## config.mk

```make
export PLATFORM = sky130hd
export DESIGN_NAME = dff_pipe
export DESIGN_NICKNAME = d
export VERILOG_FILES = /design/src/rtl/dff_pipe.sv
export SDC_FILE = /design/constraint.sdc
export NUM_CORES = 1
export LEC_CHECK = 0
export BUFFER_PORTS_ARGS = -buffer_cell sky130_fd_sc_hd__buf_4
export CAP_MARGIN = 5
export CORE_ASPECT_RATIO = 1.4
export CORE_MARGIN = 8
export CORE_UTILIZATION = 55
export DETAILED_ROUTE_END_ITERATION = 10
export PLACE_DENSITY = 0.8
export SYNTH_ARGS = -nofsm -noshare
export SYNTH_HDL_FRONTEND = slang
export SYNTH_SLANG_ARGS = --single-unit
```

## constraint.sdc

```tcl
create_clock -name clk -period 1.8 [get_ports clk]
set_input_delay 0.36 -clock clk [delete_from_list [all_inputs] [get_ports clk]]
set_output_delay 0.36 -clock clk [all_outputs]
set_load 0.005 [all_outputs]
```

## src/rtl/dff_pipe.sv

```systemverilog
// WIDTH-bit, DEPTH-stage delay line with per-stage valid bits, stall, flush and
// a registered occupancy count. Data only moves forward behind a valid item.
module dff_pipe #(
   parameter int unsigned      WIDTH      = 8,
   parameter int unsigned      DEPTH      = 3,
   parameter bit               RESET_DATA = 1'b1,
   parameter logic [WIDTH-1:0] RESET_VAL  = '0
) (
   input  logic                       clk,
   input  logic                       reset,
   input  logic                       en_i,
   input  logic                       flush_i,
   input  logic                       valid_i,
   input  logic [WIDTH-1:0]           d_i,
   output logic [WIDTH-1:0]           q_o,
   output logic                       valid_o,
   output logic [$clog2(DEPTH+1)-1:0] count_o
);

   localparam int unsigned CW = $clog2(DEPTH + 1);

   logic [DEPTH-1:0][WIDTH-1:0] data_q;
   logic [DEPTH-1:0][WIDTH-1:0] data_d;
   logic [DEPTH-1:0][WIDTH-1:0] feed_data;
   logic [DEPTH-1:0]            feed_vld;
   logic [DEPTH-1:0]            load;
   logic [DEPTH-1:0]            vld_q;
   logic [DEPTH-1:0]            vld_d;
   logic [CW-1:0]               count_q;
   logic [CW-1:0]               count_d;

   // Stage 0 is fed from the ports; every later stage from its predecessor.
   // A stage only loads when the item arriving at it is valid (bubble gating).
   for (genvar gi = 0; gi < DEPTH; gi++) begin : g_stage
      if (gi == 0) begin : g_head
         assign feed_vld[gi]  = valid_i;
         assign feed_data[gi] = d_i;
      end else begin : g_body
         assign feed_vld[gi]  = vld_q[gi-1];
         assign feed_data[gi] = data_q[gi-1];
      end
      assign load[gi]   = en_i & feed_vld[gi];
      assign data_d[gi] = load[gi] ? feed_data[gi] : data_q[gi];
   end

   // Flush clears qualifiers only; data keeps following the enable rule.
   always_comb begin
      vld_d = vld_q;
      if (flush_i) begin
         vld_d = '0;
      end else if (en_i) begin
         vld_d = feed_vld;
      end
   end

   always_comb begin
      count_d = '0;
      for (int k = 0; k < DEPTH; k++) begin
         count_d = count_d + CW'(vld_d[k]);
      end
   end

   always_ff @(posedge clk or posedge reset) begin
      if (reset) begin
         vld_q   <= '0;
         count_q <= '0;
      end else begin
         vld_q   <= vld_d;
         count_q <= count_d;
      end
   end

   if (RESET_DATA) begin : g_data_rst
      always_ff @(posedge clk or posedge reset) begin
         if (reset) begin
            for (int k = 0; k < DEPTH; k++) begin
               data_q[k] <= RESET_VAL;
            end
         end else begin
            data_q <= data_d;
         end
      end
   end else begin : g_data_norst
      always_ff @(posedge clk) begin
         data_q <= data_d;
      end
   end

   assign q_o     = data_q[DEPTH-1];
   assign valid_o = vld_q[DEPTH-1];
   assign count_o = count_q;

endmodule

```

==> impl_results.md <==
- Outcome: completed
- CP Capture Point: count_o[0]
- Clk_skew: ~0.0024 ns
- Worst min-delay path category: input pin to asynchronous set/reset pin
- Fin nets: 109
- R2R setup slack: 0.44 ns
- Seq pwr share: about 56%
- Layout cell share with drive strength beyond 1: 60.00%
- Port bufs: 23
- 1st-iter DRT viols: 10
- Hold Buf Count CTS: 0
- Root buf cell: clkbuf_4
- Post-synthesis sequential area ratio: 62.63%
- Fin crit period: 1.357 ns
- DRC violations left: 0
- Cell accounting for the most synthesized area: dfrtp_1
- Total gr overflow: 0
- Pint: 1.213 mW
- Worst slew margin: 76.54%
- Core Rows: 19
- Drt pass-1 iters: 2
- First-pass GRT wire length: 3077 um
- Resized Gates After CTS: 0
- Synth area leaders: dfrtp_1 63%, mux2_2 23%, buf_4 5.2%, nand2_4 2.9%, fa_1 1.7%
- TritonCTS clock tree: built
- CTS sink cnt: 29
- Yosys Warn Count: 0
- Height of the die: ~70 um
- Netlist cell types: 9
- RSZ-0062 raised after global routing: false
- Via count: 635
- Final Non-Filler Cells: between 100 and 150
- R2r endpoint: count_o[0]
- Max IR drop VDD: 0.8805 mV
- Cell leakage power: 0.6711 nW
- Final ANT Viol Nets: 0
- Reg2reg start: vld_q[1]
- Worst setup startpoint: vld_q[1]
- # IOs: 24
- Pwr Total: about 1.6 mW
- Routability cong.: approximately 0.69
- Maxcap violations: 0
- WL per Instance: 15.77 um
- Final hold vios: 0
- Logic gate share of total power: 20.1%
- Sw Pwr: 373.9 uW
- Post-CTS setup buffers: 0
- Clock power frac: 24.4%
- Total GRT Usage: 11.29%
- Pwr/cell area: 1176 nW/um2
- Largest net degree at the start of global routing: 30
- Cells after DPL: 109
- Setup TNS: 0 ns
- Clk slew on worst S/H paths: 0.08 ns
- CTS H-Tree Depth: 2
- Mapped cell area: 1159 um2
- Synth Instances: 73
- Post-layout util: just under 70%
- Share of the synthesized area in the top cell type: 62.63%
- Synth Register Bits: 29
- Critical path fanouts, max: 9
- FF-to-FF path depth: 3
- CORE AREA: around 2000 um2
- Die Span X: 54.79 um
- Final WL: ~1800 um
- Setup-failing EPs final: 0
- Vias per cell: 5.474
- Startpoint types: register
- Tcrit/Tclk final: between 70% and 80%
- Clk Latency, worst-skew pair: 0.32 ns
- Synthesized Nets: 87
- N_diodes: 0
- Deepest clock path buffer count: 2
- Worst slew pin tran: between 0.3 and 0.4 ns
- CP endpoint kind: register
- Initial core utilization: between 50% and 60%
- Num CTS Buffers: 5
- Syn_area_per_cell: 15.87 um2
- Initial antenna violation count: 0
- Arrival time worst endpoint: 1.56 ns
- Vias in the first global route: 658
- Synthesis-to-finish area growth: 16.41%
- DIE AREA: ~3900 um2
- Crit Path Class: register to register
- Critical Path RT: 2.00 ns
- Max Slew Vio Count: 0
- Sw frac: 23.57%
- Highest clock rate: 736.8 MHz
## metal layers
layer | GRT usage [%] | up-vias | part of all wire (%)
li1 | - | 288 | -
met1 | 13.03 | 320 | 43
met2 | 15.30 | 21 | 45
met3 | 6.780 | 6 | 9.2
met4 | 6.593 | 0 | 2.5
met5 | 0 | - | 0
## how the worst min path moves through the flow
stage,from,end,slack [ns],depth (start not counted)
detailed placement,reset,data_q[0],0.46,3
finish,reset,data_q[3],0.10,3
global placement,reset,data_q[2],0.44,3
floorplan,reset,count_o[0],0.44,1
CTS,reset,q_o[3],0.10,3
global route,reset,q_o[2],0.12,3
## final cells by class
| cell class | count | area, um2 |
|---|---|---|
| Multi-Input combinational cell | 34 | 357.8 |
| Sequential cell | 29 | 725.7 |
| Fill cell | 153 | 624.3 |
| Inverter | 1 | 3.754 |
| Clock buffer | 7 | 55.05 |
| Timing Repair Buffer | 24 | 180.2 |
| Tap cell | 21 | 26.28 |
## cell usage after synthesis (all sizes together)
| library cell | number |
|---|---|
| nand2b | 3 |
| fa | 1 |
| buf | 9 |
| dfrtp | 29 |
| inv | 1 |
| nand2 | 3 |
| mux2 | 24 |
| a21oi | 3 |
## state kept, by name, summed over array words and instances, names as in the netlist
register	count
q_o	8
count_o	2
data_q	16
vld_q	3
## kinds of logic after synthesis
logic type / Yosys count / share of synthesized area (%)
AO/OA/AOI/OAI: 3 / 1.296
adder cells (fa/ha/maj): 1 / 1.728
buffers and inverters: 10 / 6.479
flip-flops: 29 / 62.64
multiplexers: 24 / 23.33
AND/OR/NAND/NOR: 6 / 4.536
## metrics by stage
step	setup WS (ns)	area, um2	hold WS, ns
floorplan	0.4151	1159	0.4381
global placement	0.3596	1294	0.4445
detailed placement	0.2802	1294	0.4620
CTS	0.4328	1349	0.1029
global route	0.3342	1349	0.1188
finish	0.4428	1349	0.1015
## critical path, cell delays in order (launching register included)
cell and delay, ns:
dfrtp_1 0.41, nand2_4 0.13, a21oi_1 0.25, fa_1 0.45
## cells in the final DEF (no fill, tap or decap)
cell type / count
a21oi_1: 3
buf_4: 24
mux2_2: 24
fa_1: 1
nand2_4: 3
nand2b_1: 3
clkbuf_1: 1
dfrtp_1: 29
clkbuf_4: 5
inv_1: 1
clkbuf_8: 1
## power groups by stage
stage	Sequential [mW]	Combinational [mW]	Clock [mW]
global route	0.904	0.348	0.432
CTS	0.884	0.328	0.403
detailed placement	0.898	0.327	0
floorplan	0.873	0.271	0
finish	0.881	0.320	0.387
global placement	0.890	0.318	0
Note: power is estimated with default switching activity, not from simulation.
